File: config.mk
export PLATFORM = sky130hd
export DESIGN_NAME = core_axi_rd_arbiter_flat
export DESIGN_NICKNAME = d
export VERILOG_FILES = /design/src/rtl/core_axi_rd_arbiter_pkg.sv /design/src/rtl/core_axi_rd_arbiter_if.sv /design/src/rtl/core_axi_rd_arbiter_rr_arb2.sv /design/src/rtl/core_axi_rd_arbiter.sv /design/src/flat_wrapper.sv
export SDC_FILE = /design/constraint.sdc
export NUM_CORES = 1
export LEC_CHECK = 0
export BUFFER_PORTS_ARGS = -buffer_cell sky130_fd_sc_hd__buf_2
export CAP_MARGIN = 20
export CORE_MARGIN = 2
export CORE_UTILIZATION = 31
export CTS_CLUSTER_DIAMETER = 30
export DETAILED_ROUTE_END_ITERATION = 6
export PLACE_DENSITY_LB_ADDON = 0.08
export RECOVER_POWER = 25
export SLEW_MARGIN = 20
export SYNTH_ARGS = -nofsm -noshare
export SYNTH_HDL_FRONTEND = slang
export SYNTH_SLANG_ARGS = --single-unit
export TNS_END_PERCENT = 50
File: constraint.sdc
create_clock -name CLK -period 1.2 [get_ports CLK]
set_input_delay 0.18 -clock CLK [delete_from_list [all_inputs] [get_ports CLK]]
set_output_delay 0.18 -clock CLK [all_outputs]
set_load 0.05 [all_outputs]
File: src/rtl/core_axi_rd_arbiter_pkg.sv
// ----------------------------------------------------------------------------
// core_axi_pkg
// Shared definitions for the two-master AXI4-Lite read arbiter:
//   - state_t    : arbiter FSM encoding (IDLE -> ADDR -> DATA -> IDLE)
//   - ARB_*      : arbitration mode constants (fixed priority / round-robin)
//   - GNT_*      : one-hot grant encodings {M1,M0}
//   - RESP_*     : AXI read response codes used by the core
// No ports (package).
// ----------------------------------------------------------------------------
package core_axi_pkg;

    typedef enum logic [1:0] {
        ST_IDLE = 2'd0,
        ST_ADDR = 2'd1,
        ST_DATA = 2'd2
    } state_t;

    localparam logic ARB_FIXED = 1'b0;
    localparam logic ARB_RR    = 1'b1;

    localparam logic [1:0] GNT_NONE = 2'b00;
    localparam logic [1:0] GNT_M0   = 2'b01;
    localparam logic [1:0] GNT_M1   = 2'b10;

    localparam logic [1:0] RESP_OKAY   = 2'b00;
    localparam logic [1:0] RESP_SLVERR = 2'b10;

endpackage : core_axi_pkg

File: src/rtl/core_axi_rd_arbiter_if.sv
// ----------------------------------------------------------------------------
// core_axi_rd_arbiter_if
// One AXI4-Lite read channel (AR + R).
//   master modport : drives araddr/arvalid/rready, receives arready/rdata/rresp/rvalid
//   slave  modport : the mirror image
// Parameters: AW = address width, DW = data width.
// ----------------------------------------------------------------------------
interface core_axi_rd_arbiter_if #(
    parameter int AW = 4,
    parameter int DW = 32
) ();

    logic [AW-1:0] araddr;
    logic          arvalid;
    logic          arready;
    logic [DW-1:0] rdata;
    logic [1:0]    rresp;
    logic          rvalid;
    logic          rready;

    modport master (
        output araddr, arvalid, rready,
        input  arready, rdata, rresp, rvalid
    );

    modport slave (
        input  araddr, arvalid, rready,
        output arready, rdata, rresp, rvalid
    );

endinterface : core_axi_rd_arbiter_if

File: src/rtl/core_axi_rd_arbiter_rr_arb2.sv
// ----------------------------------------------------------------------------
// core_rr_arb2
// Two-way request -> one-hot grant selector with a last-grant register.
//   CLK, NRST : clock, synchronous active-low reset
//   mode      : ARB_FIXED (M1 beats M0) or ARB_RR (alternate on contention)
//   req       : {M1,M0} requests
//   upd       : load last-grant from upd_gnt (end of a transaction)
//   upd_gnt   : grant of the transaction that just completed
//   gnt       : combinational one-hot winner, 00 when nobody requests
// ----------------------------------------------------------------------------
module core_rr_arb2
    import core_axi_pkg::*;
(
    input  logic       CLK,
    input  logic       NRST,
    input  logic       mode,
    input  logic [1:0] req,
    input  logic       upd,
    input  logic [1:0] upd_gnt,
    output logic [1:0] gnt
);

    // Resets to "M1 was last", so M0 wins the first round-robin tie.
    logic last_m1;

    // NOTE: sequential state uses non-blocking assignments so every flop
    // samples pre-edge values regardless of block ordering.
    always_ff @(posedge CLK) begin
        if (!NRST) begin
            last_m1 <= 1'b1;
        end else if (upd) begin
            last_m1 <= upd_gnt[1];
        end
    end

    // NOTE: default assignment first so no path through the case leaves
    // gnt unassigned, which would otherwise infer a latch.
    always_comb begin
        gnt = GNT_NONE;
        case (req)
            2'b01:   gnt = GNT_M0;
            2'b10:   gnt = GNT_M1;
            2'b11:   gnt = (mode == ARB_RR && last_m1) ? GNT_M0 : GNT_M1;
            default: gnt = GNT_NONE;
        endcase
    end

endmodule : core_rr_arb2

File: src/rtl/core_axi_rd_arbiter.sv
// ----------------------------------------------------------------------------
// core_axi_rd_arbiter
// Shares one AXI4-Lite read channel between instruction fetch (M0) and the
// load unit (M1). One transaction outstanding at a time; R data is routed
// back to the granted master only.
//   CLK, NRST : clock, synchronous active-low reset
//   m0, m1    : master-side read channels (arbiter acts as their slave)
//   s         : slave-side read channel toward the interconnect
//   GNT       : one-hot current grant {M1,M0}, 00 when idle
// Parameters: AXI_AWIDTH, AXI_DWIDTH (pass-through widths), ARB_MODE
//   (0 = fixed priority M1 > M0, 1 = round-robin).
// ----------------------------------------------------------------------------
module core_axi_rd_arbiter
    import core_axi_pkg::*;
#(
    parameter int AXI_AWIDTH = 4,
    parameter int AXI_DWIDTH = 32,
    parameter int ARB_MODE   = 0
) (
    input  logic                 CLK,
    input  logic                 NRST,
    core_axi_rd_arbiter_if.slave  m0,
    core_axi_rd_arbiter_if.slave  m1,
    core_axi_rd_arbiter_if.master s,
    output logic [1:0]           GNT
);

    state_t                state;
    logic [AXI_AWIDTH-1:0] ar_addr;
    logic                  ar_valid;
    logic [1:0]            req;
    logic [1:0]            win;
    logic                  in_idle;
    logic                  in_data;
    logic                  r_done;

    assign req     = {m1.arvalid, m0.arvalid};
    // ARREADY is a combinational pulse in IDLE; gating with NRST keeps it
    // quiet while reset is held.
    assign in_idle = NRST && (state == ST_IDLE);
    assign in_data = (state == ST_DATA);
    assign r_done  = in_data && s.rvalid && s.rready;

    core_rr_arb2 u_arb (
        .CLK     (CLK),
        .NRST    (NRST),
        .mode    ((ARB_MODE != 0) ? ARB_RR : ARB_FIXED),
        .req     (req),
        .upd     (r_done),
        .upd_gnt (GNT),
        .gnt     (win)
    );

    always_ff @(posedge CLK) begin
        if (!NRST) begin
            state    <= ST_IDLE;
            GNT      <= GNT_NONE;
            ar_addr  <= '0;
            ar_valid <= 1'b0;
        end else begin
            case (state)
                ST_IDLE: begin
                    if (|req) begin
                        ar_addr  <= win[1] ? m1.araddr : m0.araddr;
                        ar_valid <= 1'b1;
                        GNT      <= win;
                        state    <= ST_ADDR;
                    end
                end
                ST_ADDR: begin
                    // ar_valid is always 1 here; address held until accepted.
                    if (s.arready) begin
                        ar_valid <= 1'b0;
                        state    <= ST_DATA;
                    end
                end
                ST_DATA: begin
                    if (r_done) begin
                        GNT   <= GNT_NONE;
                        state <= ST_IDLE;
                    end
                end
                default: state <= ST_IDLE;
            endcase
        end
    end

    // Slave address channel.
    assign s.araddr  = ar_addr;
    assign s.arvalid = ar_valid;

    // Address acceptance pulses to the winning master only.
    assign m0.arready = in_idle && win[0];
    assign m1.arready = in_idle && win[1];

    // Data routing; a stray slave RVALID outside DATA is neither forwarded
    // nor consumed.
    assign m0.rvalid  = in_data && GNT[0] && s.rvalid;
    assign m1.rvalid  = in_data && GNT[1] && s.rvalid;
    assign m0.rdata   = s.rdata;
    assign m1.rdata   = s.rdata;
    assign m0.rresp   = s.rresp;
    assign m1.rresp   = s.rresp;
    assign s.rready   = in_data && |(GNT & {m1.rready, m0.rready});

endmodule : core_axi_rd_arbiter
File: src/flat_wrapper.sv
// flat-port wrapper written by rule: the top's interface ports become plain ports
module core_axi_rd_arbiter_flat import core_axi_pkg::*;
#(
    parameter int AXI_AWIDTH = 4,
    parameter int AXI_DWIDTH = 32,
    parameter int ARB_MODE   = 0
)
  (CLK, NRST, GNT, m0_araddr, m0_arvalid, m0_rready, m0_arready, m0_rdata, m0_rresp, m0_rvalid, m1_araddr, m1_arvalid, m1_rready, m1_arready, m1_rdata, m1_rresp, m1_rvalid, s_araddr, s_arvalid, s_rready, s_arready, s_rdata, s_rresp, s_rvalid);
  core_axi_rd_arbiter_if m0_i ();
  core_axi_rd_arbiter_if m1_i ();
  core_axi_rd_arbiter_if s_i ();
  input  logic CLK;
  input  logic NRST;
  output logic [1:0] GNT;
  input wire logic [$bits(m0_i.araddr)-1:0] m0_araddr;
  input wire logic [$bits(m0_i.arvalid)-1:0] m0_arvalid;
  input wire logic [$bits(m0_i.rready)-1:0] m0_rready;
  output wire logic [$bits(m0_i.arready)-1:0] m0_arready;
  output wire logic [$bits(m0_i.rdata)-1:0] m0_rdata;
  output wire logic [$bits(m0_i.rresp)-1:0] m0_rresp;
  output wire logic [$bits(m0_i.rvalid)-1:0] m0_rvalid;
  input wire logic [$bits(m1_i.araddr)-1:0] m1_araddr;
  input wire logic [$bits(m1_i.arvalid)-1:0] m1_arvalid;
  input wire logic [$bits(m1_i.rready)-1:0] m1_rready;
  output wire logic [$bits(m1_i.arready)-1:0] m1_arready;
  output wire logic [$bits(m1_i.rdata)-1:0] m1_rdata;
  output wire logic [$bits(m1_i.rresp)-1:0] m1_rresp;
  output wire logic [$bits(m1_i.rvalid)-1:0] m1_rvalid;
  output wire logic [$bits(s_i.araddr)-1:0] s_araddr;
  output wire logic [$bits(s_i.arvalid)-1:0] s_arvalid;
  output wire logic [$bits(s_i.rready)-1:0] s_rready;
  input wire logic [$bits(s_i.arready)-1:0] s_arready;
  input wire logic [$bits(s_i.rdata)-1:0] s_rdata;
  input wire logic [$bits(s_i.rresp)-1:0] s_rresp;
  input wire logic [$bits(s_i.rvalid)-1:0] s_rvalid;
  assign m0_i.araddr = m0_araddr;
  assign m0_i.arvalid = m0_arvalid;
  assign m0_i.rready = m0_rready;
  assign m0_arready = m0_i.arready;
  assign m0_rdata = m0_i.rdata;
  assign m0_rresp = m0_i.rresp;
  assign m0_rvalid = m0_i.rvalid;
  assign m1_i.araddr = m1_araddr;
  assign m1_i.arvalid = m1_arvalid;
  assign m1_i.rready = m1_rready;
  assign m1_arready = m1_i.arready;
  assign m1_rdata = m1_i.rdata;
  assign m1_rresp = m1_i.rresp;
  assign m1_rvalid = m1_i.rvalid;
  assign s_araddr = s_i.araddr;
  assign s_arvalid = s_i.arvalid;
  assign s_rready = s_i.rready;
  assign s_i.arready = s_arready;
  assign s_i.rdata = s_rdata;
  assign s_i.rresp = s_rresp;
  assign s_i.rvalid = s_rvalid;
  core_axi_rd_arbiter #(.AXI_AWIDTH(AXI_AWIDTH), .AXI_DWIDTH(AXI_DWIDTH), .ARB_MODE(ARB_MODE)) u_core (.CLK(CLK), .NRST(NRST), .m0(m0_i), .m1(m1_i), .s(s_i), .GNT(GNT));
endmodule
==> impl_metrics.toml, run 1 <==
[run_status]
status = "finished with violations"
violations = "setup timing"

[power]
ir_drop_uv = 453
pwr_density_cell_nw_per_um2 = 1140
power.static_leakage_nw = 0.391

[logic_synthesis]
yosys.cell_types.count = 20
yosysSeqAreaShare_pct = 18.8
yosysWarningCount = 0
syn-num-nets = 164
syn-cell-area_um2 = 957
synthesis.instances = 114
ys_ff_latch = 9
avgSynthCellArea_um2 = 8.40

[sta]
fin_ws_ps = -120
slew_violations = 0
max_freq_ghz = 0.758
report.final.setup_viol = 5
final_hold_viol_count = 0
period_needed_ps = 1320
hold-worst-slack_ps = 112
rsz0062_at_grt = "true"
finalCritPeriodShare_pct = 110
slew_headroom_pct = 79.6
skew_ps = 11.0
worstMarginPinSlew_ps = 306

[min_path]
hp-class = "in2reg"
whs_endpoint = "u_core.state[0]"
worstHoldStart = "s_arready"
hold_depth = 2

[clock_network]
cts_made_buffers = 3
path_clk_slew_ps = 70
clock_path_buffers = 2
cts_sinks = 9
h-tree-depth = 1
tritoncts = "yes"
root_buffer = "clkbuf_4"
insertion_delay_ps = 260

[cells_and_area]
drive_gt1_share_pct = 66.3
diodes = 0
fin_nets = 137
nFillCells = 332
finish.utilization_pct = 27.3
final_area_um2 = 818
area_growth_pct = -14.5

[placement]
hpwlAfterDp_um = 1380
port_buffers = 27
gp_congestion = 0.685
pre_cts_slack_ps = -48.3
placement.cell_area_um2 = 698

[die]
die_h_um = 59.6
rows = 20
start_util_pct = 31.9
ios = 130
die_x_um = 59.6
fp.dieArea_um2 = 3550
coreArea_um2 = 3000

[routing]
dr.pass1.iters = 3
antenna_left = 0
viasPerCell = 4.45
drc = 0
drt_iter0_drc = 8
routed_wl_um = 1620
vias = 530
post_drt_wl_per_cell_um = 13.6

[global_route]
grt.overflow.total = 0
antenna_found_initial = 0
grt_usage_pct = 9.54
grt_pass1_vias = 532
grt_pass1_wl_um = 2490
grt_max_degree = 8

[setup_path]
max_stage_delay_ps = 370
critPathBufInv = 1
crit_arrival_ps = 1140
r2r_start = "u_core.state[1]"
reg2reg_slack_ps = 70
end_kind = "output port"
r2r-end = "u_core.GNT[1]"
r2r_cells = 5
cp-start-kind = "register"
cp_slowest_cell = "dfxtp_4"
cp_cell_sequence = "nor2b_4 -> and3_4 -> buf_8"
cp_max_fo = 5
worst-setup-path-type = "reg2out"
cp.required_ps = 1020
crit_family = "simple AND/OR/NAND/NOR gates"

[job]
cap_violations = 0
-- synth_stat cells --
library cell,number,area share (%)
a2111oi_2,1,1.6
a211oi_1,4,3.1
a21oi_1,6,3.1
a22oi_1,1,0.78
a41o_1,2,2.1
and2_4,1,0.92
and3_1,2,1.3
and3_2,1,0.78
and4b_2,1,1.2
buf_4,68,53
buf_6,2,2.4
dfxtp_1,9,19
inv_1,2,0.78
mux2i_1,4,4.2
nand2_1,2,0.78
nand3b_1,2,1.6
nor2_1,2,0.78
nor2b_1,2,1.3
o21ai_0,1,0.52
or2_0,1,0.65
-- state kept, by name, indices dropped and copies added, names as in the netlist --
signal,flops
u_core.state,2
u_core.GNT,2
u_core.s.araddr,4
u_core.s.arvalid,1
-- per-layer routing --
layer / global-route usage (%) / up-vias / routed length [µm]
met2: 14.4 / 39 / 755
met4: 6.35 / 0 / 51
met3: 5.46 / 8 / 263
met1: 10.0 / 227 / 549
li1: - / 256 / -
met5: 0 / - / 0
-- cell usage in the layout, fill, tap and decap left out, types with 2 or more instances in the layout --
| master | n |
|---|---|
| a211oi_1 | 4 |
| a21oi_1 | 6 |
| a41o_1 | 2 |
| and3_4 | 3 |
| buf_2 | 22 |
| buf_4 | 11 |
| buf_8 | 4 |
| clkbuf_4 | 3 |
| dfxtp_1 | 5 |
| dfxtp_4 | 4 |
| inv_1 | 2 |
| mux2i_1 | 4 |
| nand3b_1 | 2 |
| nor2b_4 | 2 |
-- stage by stage --
stage,instances,setup TNS (ps),power (mW)
floorplan,114,-96.8,1.18
global placement,114,-98.5,0.685
detailed placement,114,-147,0.683
CTS,119,-657,0.958
global route,119,-840,1.00
finish,119,-528,0.934
-- power by group --
group | leakage (nW) | internal, mW | switching (mW) | total, mW
combinational | 0.296 | 0.143 | 0.206 | 0.350
clock | 0.0177 | 0.123 | 0.109 | 0.232
sequential | 0.0773 | 0.331 | 0.0217 | 0.353
-- worst max path at each step --
| stage | startpoint | endpoint | slack [ps] | cells past startpoint |
|---|---|---|---|---|
| after floorplan | u_core.state[1] | m1_rvalid | -40 | 2 |
| after global placement | u_core.state[1] | m0_rvalid | -40 | 3 |
| after detailed placement | u_core.state[1] | m0_rvalid | -50 | 3 |
| after CTS | u_core.state[1] | m1_rvalid | -150 | 3 |
| after global routing | u_core.state[1] | m0_rvalid | -180 | 3 |
| final | u_core.state[1] | m1_rvalid | -120 | 3 |
-- what timing repair did --
item	4_1_cts	5_1_grt
pin swaps	5	1
hold buffers	0	0
setup endpoints to repair	7	10
buffers inserted	1	0
resized for setup	22	4
-- final cells by class --
type | count | area, µm² | share of cell area, %
well taps | 33 | 41.3 | 5.05
clock buffers | 3 | 22.5 | 2.75
clock inverters | 1 | 5.00 | 0.612
flip-flops and latches | 9 | 195 | 23.9
inverters | 2 | 7.51 | 0.917
multi-input cells | 33 | 283 | 34.6
repair buffers | 38 | 264 | 32.3
-- cells by family after synthesis --
logic type / share of synthesized area (%)
compound gates: 11.2
buf+inv: 56.5
flops: 18.8
mux: 4.18
simple gates: 9.28
(Power assumes the default switching activity.)
==> inputs of run 2 (changes only) <==
CAP_MARGIN = 10   (was 20)
SKIP_LAST_GASP = 1   (was not set)
==> run 2 against run 1 <==
Effect of this change: the flow still finishes with violations (setup timing); cell count is the same; non-clock buffer count is the same; utilization decreased by 0.17 points; register-to-register slack got worse by 50 ps; setup slack got worse by 5.6 ps; sequential power about the same; sequential share of layout area shrank 0.16 points; final area decreased by 0.61%; power about the same; global-route usage barely moved; sequential cell count unchanged; critical path type unchanged; critical endpoint is now m0_arready; largest power group unchanged.
==> impl_metrics.toml, run 2 (synthesis gave the netlist of run 1 again) <==
[run_status]
status = "finished with violations"
violations = "setup timing"

[cells_and_area]
layout_common_cells = "buf_2, buf_4, a21oi_1"
fin_nets = 137
final_area_um2 = 813
final_common_cell = "buf_2"
largest_reg_flops = 4
area_growth_pct = -15.0
diodes = 0
drive_gt1_share_pct = 65.1

[global_route]
globalRouteMet3Util_pct = 5.46
met1_usage_pct = 9.87
grt_pass1_wl_um = 2480
grt_max_degree = 8
met2_usage_pct = 14.4
gr-max-usage-layer = "met2"
grt_pass1_vias = 528
antenna_found_initial = 0
grt.overflow.total = 0
grt_usage_pct = 9.49

[sta]
max_freq_ghz = 0.755
skew_ps = 12.1
slew_headroom_pct = 80.9
final_hold_viol_count = 0
worstMarginPinSlew_ps = 286
hold-worst-slack_ps = 112
report.final.setup_viol = 5
finalCritPeriodShare_pct = 110
period_needed_ps = 1330
rsz0062_at_grt = "true"
slew_violations = 0
fin_ws_ps = -125

[clock_network]
cts_sinks = 9
clock_path_buffers = 2
tritoncts = "yes"
insertion_delay_ps = 260
cts_made_buffers = 3
h-tree-depth = 1
path_clk_slew_ps = 70
postCtsHoldBufs = 0
root_buffer = "clkbuf_4"

[setup_path]
cp_max_fo = 3
cp_cell_sequence = "nor2_4 -> and4b_4 -> buf_8"
worst-setup-path-type = "reg2out"
critPathBufInv = 1
cp_num_cells = 3
crit_arrival_ps = 1150
max_stage_delay_ps = 360
r2r_cells = 5
end_kind = "output port"
crit_family = "simple AND/OR/NAND/NOR gates"
cp_slowest_cell = "dfxtp_4"
cp-start-kind = "register"
cp.required_ps = 1020

[die]
start_util_pct = 31.9
fp.dieArea_um2 = 3550
die_h_um = 59.6
rows = 20
die_x_um = 59.6
coreArea_um2 = 3000
ios = 130

[placement]
gp_congestion = 0.685
port_buffers = 27
hpwlAfterDp_um = 1380
pre_cts_slack_ps = -48.3
placement.cell_area_um2 = 698

[min_path]
hold_depth = 2
hp-class = "in2reg"

[routing]
post_drt_wl_per_cell_um = 13.7
vias = 528
antenna_left = 0
dr.pass1.iters = 3
drt_iter0_drc = 8
routed_wl_um = 1630
drc = 0
viasPerCell = 4.44

[power]
power.static_leakage_nw = 0.390
total_power_mw = 0.935
ir_drop_uv = 453
pwr_density_cell_nw_per_um2 = 1150

[job]
cap_violations = 0
[run 2: cell counts in the layout (fill, tap and decap cells not counted)]
Identical to the previous run, type by type.
[run 2: what timing repair did]
item | 4_1_cts | 5_1_grt
gates resized for setup | 20 | 4
pin swaps | 4 | 1
hold endpoints to repair | 0 | 0
buffers inserted | 1 | 0
cloned | 0 | 0
setup endpoints to repair | 7 | 10
[run 2: report_power, final]
part | leakage (nW) | internal (mW) | switching, mW
clock | 0.0177 | 0.123 | 0.111
combinational | 0.296 | 0.142 | 0.206
sequential | 0.0769 | 0.331 | 0.0219
[run 2: final timing paths]
kind,startpoint,end,slack [ps]
worst max-delay path,u_core.state[1],m0_arready,-130
worst min-delay path,s_arready,u_core.state[0],110
worst max register to register,u_core.state[1],u_core.GNT[0],20
worst min register to register,u_core.s.arvalid,u_core.s.arvalid,460
[run 2: worst reg2reg max path, cell delays in order, from the launching register on]
cell	delay (ps)
dfxtp_4	360
nor2_4	130
buf_4	110
buf_4	120
nand2_1	100
a41o_1	260
[run 2: cell type report]
| type | count | area [µm²] |
|---|---|---|
| sequential | 9 | 193 |
| fill | 334 | 2190 |
| multi-input combinational | 33 | 280 |
| inverter | 2 | 7.51 |
| clock inverter | 1 | 5.00 |
| tap | 33 | 41.3 |
| clock buffer | 3 | 22.5 |
| timing repair buffer | 38 | 264 |
[run 2: metal layers]
| layer | vias to the layer above | wire length [µm] |
|---|---|---|
| li1 | 254 | - |
| met3 | 8 | 263 |
| met2 | 39 | 763 |
| met4 | 0 | 51 |
| met1 | 227 | 555 |
| met5 | - | 0 |
[run 2: through the flow]
step / instances / setup TNS [ps] / utilization (%)
6_report: 119 / -546 / 27.1
2_1_floorplan: 114 / -96.8 / -
4_1_cts: 119 / -697 / 26.6
5_1_grt: 119 / -989 / 27.1
3_5_place_dp: 114 / -147 / 23.3
3_3_place_gp: 114 / -98.5 / 23.3
==> inputs of run 3 (changes only) <==
REMOVE_ABC_BUFFERS = 1   (was not set)
==> run 3 against run 2 <==
Effect of this change: the flow still finishes with violations (setup timing); critical path type unchanged; routed wire length rose to 2.6 times the previous value; power down 2.6%; via count up 18%; hold slack worse by 6.8 ps; die area did not move; setup slack improved by 11 ps.
==> impl_metrics.toml, run 3 (synthesis gave the netlist of run 1 again) <==
[cells_and_area]
stdcell_count = 117
layout_common_cells = "buf_2, buf_4, dfxtp_1"
fin_nets = 135
drive_gt1_share_pct = 56.0
largest_reg_flops = 4
area_growth_pct = -22.4
final_area_um2 = 743
diodes = 0
finish.utilization_pct = 24.8
final_common_cell = "buf_2"
nFillCells = 339

[routing]
routed_wl_um = 4250
drc = 0
drt_iter0_drc = 15
vias = 621
antenna_left = 0
post_drt_wl_per_cell_um = 36.3
viasPerCell = 5.31
dr.pass1.iters = 4

[setup_path]
end_kind = "output port"
critPathLaunch = "u_core.state[0]"
cp-start-kind = "register"
cp.required_ps = 1020
cp_max_fo = 3
cp_cell_sequence = "nor2_4 -> and4b_2 -> buf_8"
critPathBufInv = 1
crit_arrival_ps = 1130
cp_slowest_cell = "dfxtp_2"
crit_family = "simple AND/OR/NAND/NOR gates"
r2r_start = "u_core.state[0]"
max_stage_delay_ps = 360
worst-setup-path-type = "reg2out"

[sta]
worstMarginPinSlew_ps = 371
slew_violations = 0
finalCritPeriodShare_pct = 110
tns_ps = -492
report.final.setup_viol = 5
period_needed_ps = 1310
slew_headroom_pct = 75.3
skew_ps = 10.8
rsz0062_at_grt = "true"
final_hold_viol_count = 0
max_freq_ghz = 0.761
hold-worst-slack_ps = 106
fin_ws_ps = -114

[clock_network]
tritoncts = "yes"
root_buffer = "clkbuf_4"
postCtsSetupBuffers = 0
h-tree-depth = 1
clock_path_buffers = 2
cts_sinks = 9
path_clk_slew_ps = 70
postCtsHoldBufs = 0
insertion_delay_ps = 260
cts_made_buffers = 3

[job]
cap_violations = 0

[min_path]
hp-class = "in2reg"
worstHoldStart = "s_arready"

[power]
netSwitchingFraction_pct = 35.9
clock_power_share_pct = 25.6
power.static_leakage_nw = 0.379
p_sw_mw = 0.327
pwr_density_cell_nw_per_um2 = 1230
p_int_mw = 0.583
total_power_mw = 0.911
ir_drop_uv = 387
seqPwrFrac_pct = 39.4
pwr-share-comb_pct = 34.9

[placement]
placement.cell_area_um2 = 668
hpwlAfterDp_um = 3790
pre_cts_slack_ps = -10.3
gp_congestion = 0.796
port_buffers = 27
dp_cells = 113

[die]
fp.dieArea_um2 = 3550
die_h_um = 59.6
ios = 130
start_util_pct = 31.9
die_x_um = 59.6
coreArea_um2 = 3000
rows = 20

[global_route]
grt_pass1_wl_um = 5190
grt_max_degree = 8
grt_usage_pct = 23.5
globalRouteMet3Util_pct = 28.8
met2_usage_pct = 34.1
grt_pass1_vias = 594
gr-max-usage-layer = "met2"
grt.overflow.total = 0
antenna_found_initial = 0
met1_usage_pct = 18.9

[run_status]
status = "finished with violations"
violations = "setup timing"
-- run 3: cell count changes in the layout (fill, tap and decap cells not counted), moves of 2 or more --
cell / previous run / this run
dfxtp_1: 5 / 7
buf_8: 4 / 1
buf_6: 1 / 3
and3_1: 0 / 2
and3_4: 3 / 0
dfxtp_4: 3 / 0
-- run 3: worst paths after layout --
kind,end,slack [ps],cells after the start
min reg2reg,u_core.s.arvalid,460,2
max reg2reg,u_core.GNT[0],100,4
max,m0_arready,-110,3
min,u_core.state[0],110,2
-- run 3: cell type report --
type	instances	area [µm²]	share of cell area [%]
Sequential cell	9	183	24.6
Multi-Input combinational cell	33	251	33.8
Timing Repair Buffer	36	234	31.5
Clock buffer	4	26.3	3.54
Inverter	2	7.51	1.01
Tap cell	33	41.3	5.56
-- run 3: power by group through the flow --
stage	Sequential, mW	Combinational, mW	Clock, mW
finish	0.359	0.318	0.233
global placement	0.360	0.309	0
detailed placement	0.359	0.310	0
floorplan	0.449	0.100	0
CTS	0.359	0.322	0.246
global route	0.362	0.342	0.264
-- run 3: metal layers --
layer	wire length, µm	vias up
li1	-	247
met1	1090	258
met2	1850	108
met3	1180	8
met4	128	0
met5	0	-
-- run 3: what timing repair did --
item                       CTS  global route
setup endpoints to repair    5             5
pin swaps                    2             0
resized for setup           14             2
